File: config.mk
export PLATFORM = sky130hd
export DESIGN_NAME = imem_loader
export DESIGN_NICKNAME = d
export VERILOG_FILES = /design/src/rtl/imem_loader_pkg.sv /design/src/rtl/imem_loader_word_packer.sv /design/src/rtl/imem_loader.sv
export SDC_FILE = /design/constraint.sdc
export NUM_CORES = 1
export LEC_CHECK = 0
export ABC_AREA = 1
export BUFFER_PORTS_ARGS = -buffer_cell sky130_fd_sc_hd__buf_2
export CAP_MARGIN = 0
export CORE_ASPECT_RATIO = 0.7
export CORE_UTILIZATION = 61
export CTS_CLUSTER_DIAMETER = 100
export DETAILED_ROUTE_END_ITERATION = 8
export PLACE_DENSITY = 0.95
export SYNTH_ARGS = -nofsm -noshare
export SYNTH_HDL_FRONTEND = slang
export SYNTH_SLANG_ARGS = --single-unit
export TNS_END_PERCENT = 20
File: constraint.sdc
create_clock -name Clk -period 2.64 [get_ports Clk]
set_clock_uncertainty 0.1 [all_clocks]
set_input_delay 0.132 -clock Clk [delete_from_list [all_inputs] [get_ports Clk]]
set_output_delay 0.132 -clock Clk [all_outputs]
set_load 0.02 [all_outputs]
File: src/rtl/imem_loader_pkg.sv
// Shared constants and FSM encoding for the instruction-memory loader.
package imem_loader_pkg;
    localparam logic [31:0] BASE_ADDR = 32'h0000_3000;
    localparam int          IM_DEPTH  = 4096;
    localparam int          CNT_W     = 16;

    typedef enum logic [2:0] {
        S_IDLE = 3'd0,
        S_HDR  = 3'd1,
        S_DATA = 3'd2,
        S_CHK  = 3'd3,
        S_DONE = 3'd4,
        S_ERR  = 3'd5
    } state_t;
endpackage

File: src/rtl/imem_loader_word_packer.sv
// Packs four stream bytes MSB-first into a 32-bit word; word_done pulses
// combinationally on the accepting cycle of the 4th byte, with word valid then.
module word_packer (
    input  logic        Clk,
    input  logic        Rst,
    input  logic [7:0]  byte_in,
    input  logic        byte_en,
    input  logic        clr,
    output logic [31:0] word,
    output logic        word_done
);
    logic [23:0] shift_q;
    logic [1:0]  byte_idx;

    assign word      = {shift_q, byte_in};
    assign word_done = byte_en && (byte_idx == 2'd3);

    always_ff @(posedge Clk) begin
        if (Rst || clr) begin
            shift_q  <= '0;
            byte_idx <= '0;
        end else if (byte_en) begin
            shift_q  <= {shift_q[15:0], byte_in};
            byte_idx <= byte_idx + 2'd1;
        end
    end
endmodule

File: src/rtl/imem_loader.sv
// Framed byte-stream loader for instruction memory; keeps the core held
// until a full frame with a matching XOR checksum has been written.
module imem_loader
    import imem_loader_pkg::*;
(
    input  logic        Clk,
    input  logic        Rst,
    input  logic        start,
    input  logic        rx_valid,
    input  logic [7:0]  rx_data,
    output logic        rx_ready,
    output logic        im_we,
    output logic [31:0] im_addr,
    output logic [31:0] im_wdata,
    output logic        cpu_hold,
    output logic        done,
    output logic        err
);
    localparam logic [CNT_W-1:0] DEPTH_N = CNT_W'(IM_DEPTH);

    state_t             state, state_nxt;
    logic               fire, begin_load, hdr_byte, last_word;
    logic [CNT_W-1:0]   count_n, word_idx, hdr_n;
    logic [7:0]         xor_acc;
    logic [31:0]        word;
    logic               word_done;

    assign rx_ready   = (state == S_HDR) || (state == S_DATA) || (state == S_CHK);
    assign fire       = rx_valid && rx_ready;
    assign begin_load = start && ((state == S_IDLE) || (state == S_DONE) || (state == S_ERR));
    assign hdr_n      = {count_n[CNT_W-1:8], rx_data};
    assign last_word  = (word_idx == count_n - 1'b1);

    // Flags are pure state decodes so cpu_hold and done move on the same edge.
    assign done     = (state == S_DONE);
    assign err      = (state == S_ERR);
    assign cpu_hold = (state != S_DONE);

    word_packer u_pack (
        .Clk       (Clk),
        .Rst       (Rst),
        .byte_in   (rx_data),
        .byte_en   (fire && (state == S_DATA)),
        .clr       (begin_load),
        .word      (word),
        .word_done (word_done)
    );

    always_ff @(posedge Clk) begin
        if (Rst) state <= S_IDLE;
        else     state <= state_nxt;
    end

    always_comb begin
        state_nxt = state;
        case (state)
            S_IDLE, S_DONE, S_ERR: if (start) state_nxt = S_HDR;
            S_HDR:  if (fire && hdr_byte)
                        state_nxt = ((hdr_n == '0) || (hdr_n > DEPTH_N)) ? S_ERR : S_DATA;
            S_DATA: if (word_done && last_word) state_nxt = S_CHK;
            S_CHK:  if (fire) state_nxt = (rx_data == xor_acc) ? S_DONE : S_ERR;
            default: state_nxt = S_IDLE;
        endcase
    end

    always_ff @(posedge Clk) begin
        if (Rst) begin
            hdr_byte <= 1'b0;
            count_n  <= '0;
            word_idx <= '0;
            xor_acc  <= '0;
            im_we    <= 1'b0;
            im_addr  <= BASE_ADDR;
            im_wdata <= '0;
        end else begin
            im_we <= 1'b0;
            if (begin_load) begin
                hdr_byte <= 1'b0;
                word_idx <= '0;
                xor_acc  <= '0;
            end
            if (fire && (state == S_HDR)) begin
                if (!hdr_byte) count_n[CNT_W-1:8] <= rx_data;
                else           count_n <= hdr_n;
                hdr_byte <= 1'b1;
            end
            if (fire && (state == S_DATA))
                xor_acc <= xor_acc ^ rx_data;
            if (word_done) begin
                im_we    <= 1'b1;
                im_addr  <= BASE_ADDR + 32'({word_idx, 2'b00});
                im_wdata <= word;
                word_idx <= word_idx + 1'b1;
            end
        end
    end
endmodule

==> impl_summary.txt <==
----------------------------------------------------
[Setup path]
  Worst reg-to-reg setup slack ... 0.40 ns
  Required arrival time at the worst endpoint ... 2.84 ns
  Crit. End Element ... flop
  Critical path fanouts, max ... 31
  Class of the most critical setup path ... flop to flop
  Signal arrival time at the worst endpoint ... 2.44 ns
  Sort of element at the start of the critical path ... flop

[STA]
  Sum Neg Setup Slack ... 0 ns
  Setup-failing EPs final ... 0
  Final Hold Violating Endpoints ... 0
  Share of the clock period used by the worst path ... 0.847
  Post-route setup slack ... 0.405 ns
  Normalized max-slew margin ... 0.488
  Count of pins over their slew limit ... 0
  Slew @ Worst Pin ... 0.763 ns
  Maximum frequency from static timing analysis ... 0.447 GHz
  RSZ-0062 raised after global routing ... no
  Fin crit period ... 2.24 ns
  Worst hold margin ... 0.0362 ns

[Power and ir drop]
  Worst IR Drop VDD ... 619 uV
  P per Cell Area ... 846 mW/mm^2
  Leak pwr ... 2.87 nW

[Clock tree]
  Clock tree from TritonCTS ... yes
  Cts bufs inserted ... 17
  CTS H-Tree Depth ... 4
  Post-CTS setup-driven buffer insertion count ... 0
  Resized Gates After CTS ... 0
  CTS Buffer Depth ... 2
  Hold-fix buffers, CTS ... 7
  Worst skew pair latency ... 0.42 ns
  CTS clock-pin slew for the worst setup and hold paths ... 0.05 ns
  Clk Tree Root Cell ... sky130_fd_sc_hd__clkbuf_16
  Number of clock sinks seen by CTS ... 120

[Finish]
  Filler Cell Count ... 634
  Number of nets in the finished design ... 828
  Commonest cells after routing, fill and taps aside ... sky130_fd_sc_hd__nand2_1, sky130_fd_sc_hd__dfxtp_1, sky130_fd_sc_hd__a21oi_1, sky130_fd_sc_hd__o21ai_0, sky130_fd_sc_hd__nor2_1
  Relative area change from synthesis to final layout ... 18.4%
  Proportion of layout cells with a drive suffix above 1 ... 0.149
  Final Core Density ... 0.752
  Number of inserted diodes ... 0
  Most frequent standard cell in the layout excluding fill and tap cells ... sky130_fd_sc_hd__nand2_1
  Non-Filler Instances ... 944
  Multi-input gate area in the final layout ... 0.00258 sq mm
  FF/Latch Area ... 0.00240 sq mm

[Drt]
  Number of antenna-violating nets in the routed design ... 0
  Detailed-route via count ... 5353
  First drt pass iteration count ... 6
  Overall routed net length ... 14.8 mm
  DRC violation total after the first TritonRoute iteration ... 648
  DRC violations left ... 0
  Per-cell via count in the routed design ... 5.67
  Wire per inst ... 15.7 microns

[Place]
  Cell count after placement ... 905
  RD Place Congestion ... 0.920
  DP Wirelength ... 9.79 mm
  Worst slack at placement ... 0.504 ns
  IO buf count ... 65

[Die]
  Die width ... 115 microns
  Number of core rows ... 28
  Starting density of the core ... 0.635
  Die outline area ... 0.00929 sq mm
  Area of the core ... 0.00855 sq mm
  Num ports ... 81
  Die extent in y ... 81.0 microns

[Synthesis]
  Library cells used by synthesis ... 37
  Syn avg cell area ... 7.28 sq um
  Post-synthesis instance area ... 0.00543 sq mm
  Number of instances in the synthesized netlist ... 746
  Register area share after synthesis ... 0.442
  Yosys reg bits ... 120
  Yosys warns ... 0

[Global routing]
  Global-route wire length before repair ... 23.2 mm
  Number of antenna violations at the first check in global routing ... 0
  Number of global-route vias before repair ... 4735
  Largest net degree at the start of global routing ... 58
  Remaining global-route overflow ... 0
  GR Util All Layers ... 0.332

[Run status]
  Result of the run ... finished, final reports clean

[Hold path]
  Min-delay worst type ... input pin to flop

[Flow run]
  Count of max-cap constraint violations ... 0

----------------------------------------------------
==> sequential cells by signal, summed over array words and instances (netlist names) <==
name and cells:
u_pack.shift_q 24, state 3, xor_acc 8, count_n 16, hdr_byte 1, im_we 1, u_pack.byte_idx 2, word_idx 16
im_addr 17, im_wdata 32
==> worst paths after layout <==
kind,startpoint,endpoint,cells after the start
max reg2reg,state[2],im_addr[15],8
max,state[2],im_addr[15],8
min,rx_data[0],count_n[0],3
min reg2reg,im_wdata[25],im_wdata[25],2
==> logic make-up (layout without fill, tap and decap cells) <==
logic type / after synthesis / after routing / synth area share
AND/OR/NAND/NOR: 318 / 318 / 0.254
XOR/XNOR: 24 / 24 / 0.0412
buffers and inverters: 111 / 175 / 0.0917
adder cells (fa/ha/maj): 5 / 5 / 0.0115
other: 1 / 15 / 0.000690
AO/OA/AOI/OAI: 167 / 167 / 0.159
flip-flops: 120 / 120 / 0.442
==> per-stage QoR <==
stage	cell area, sq um	total power, mW
floorplan	5480	2.80
global placement	5750	2.97
detailed placement	5750	3.02
CTS	6430	5.40
global route	6430	5.64
finish	6430	5.44
==> where the power goes <==
| group | internal (mW) | switching (mW) | leakage, nW |
|---|---|---|---|
| sequential | 1.92 | 0.111 | 0.968 |
| combinational | 0.312 | 0.706 | 1.61 |
| clock | 1.60 | 0.793 | 0.295 |
| total | 3.83 | 1.61 | 2.87 |
==> Yosys cell counts <==
master	count	share of area
sky130_fd_sc_hd__nand2_1	165	0.11
sky130_fd_sc_hd__dfxtp_1	120	0.44
sky130_fd_sc_hd__a21oi_1	80	0.074
sky130_fd_sc_hd__o21ai_0	76	0.070
sky130_fd_sc_hd__nor2_1	70	0.048
sky130_fd_sc_hd__inv_1	58	0.040
sky130_fd_sc_hd__nand3_1	48	0.044
sky130_fd_sc_hd__clkbuf_1	20	0.014
sky130_fd_sc_hd__buf_4	15	0.021
sky130_fd_sc_hd__xnor2_1	12	0.019
sky130_fd_sc_hd__xor2_1	11	0.018
sky130_fd_sc_hd__or2_2	8	0.0092
sky130_fd_sc_hd__buf_2	6	0.0055
sky130_fd_sc_hd__nand4_1	6	0.0069
sky130_fd_sc_hd__ha_1	5	0.012
sky130_fd_sc_hd__inv_2	4	0.0028
sky130_fd_sc_hd__nand3b_1	4	0.0055
sky130_fd_sc_hd__nor2_4	4	0.0083
sky130_fd_sc_hd__a31oi_1	3	0.0035
sky130_fd_sc_hd__nand2_2	3	0.0035
sky130_fd_sc_hd__nor2_2	3	0.0035
sky130_fd_sc_hd__nor3_1	3	0.0028
sky130_fd_sc_hd__a221oi_1	2	0.0032
sky130_fd_sc_hd__buf_1	2	0.0014
sky130_fd_sc_hd__buf_6	2	0.0041
sky130_fd_sc_hd__clkbuf_2	2	0.0018
sky130_fd_sc_hd__clkinv_1	2	0.0014
sky130_fd_sc_hd__o21a_1	2	0.0028
sky130_fd_sc_hd__or2_0	2	0.0023
sky130_fd_sc_hd__a32o_1	1	0.0018
sky130_fd_sc_hd__conb_1	1	0.00069
sky130_fd_sc_hd__nand3_4	1	0.0032
sky130_fd_sc_hd__nor3_2	1	0.0018
sky130_fd_sc_hd__o211ai_1	1	0.0014
sky130_fd_sc_hd__o21ai_1	1	0.00092
sky130_fd_sc_hd__o41ai_1	1	0.0016
sky130_fd_sc_hd__xnor3_1	1	0.0041
==> layout make-up <==
class                      instances  area share
clock buffer                      23      0.0712
tap                              120      0.0234
timing repair buffer              79      0.0697
sequential                       120       0.374
inverter                          64      0.0374
clock inverter                     9      0.0230
multi-input combinational        529       0.402
==> critical path, cell delays in order, from the launching register on <==
cell	delay, ns
sky130_fd_sc_hd__dfxtp_1	0.38
sky130_fd_sc_hd__inv_1	0.11
sky130_fd_sc_hd__nand2_2	0.10
sky130_fd_sc_hd__nor2_4	0.06
sky130_fd_sc_hd__nand3_4	0.07
sky130_fd_sc_hd__clkinv_1	0.60
sky130_fd_sc_hd__buf_4	0.44
sky130_fd_sc_hd__o21ai_0	0.20
sky130_fd_sc_hd__a21oi_1	0.06
==> routing by layer <==
metal / vias up / part of all wire / GRT usage
li1: 2530 / - / -
met1: 2472 / 0.43 / 0.439
met2: 318 / 0.44 / 0.520
met3: 33 / 0.11 / 0.0978
met4: 0 / 0.018 / 0.118
met5: - / 0 / 0
Power figures use the tool's default switching activity.
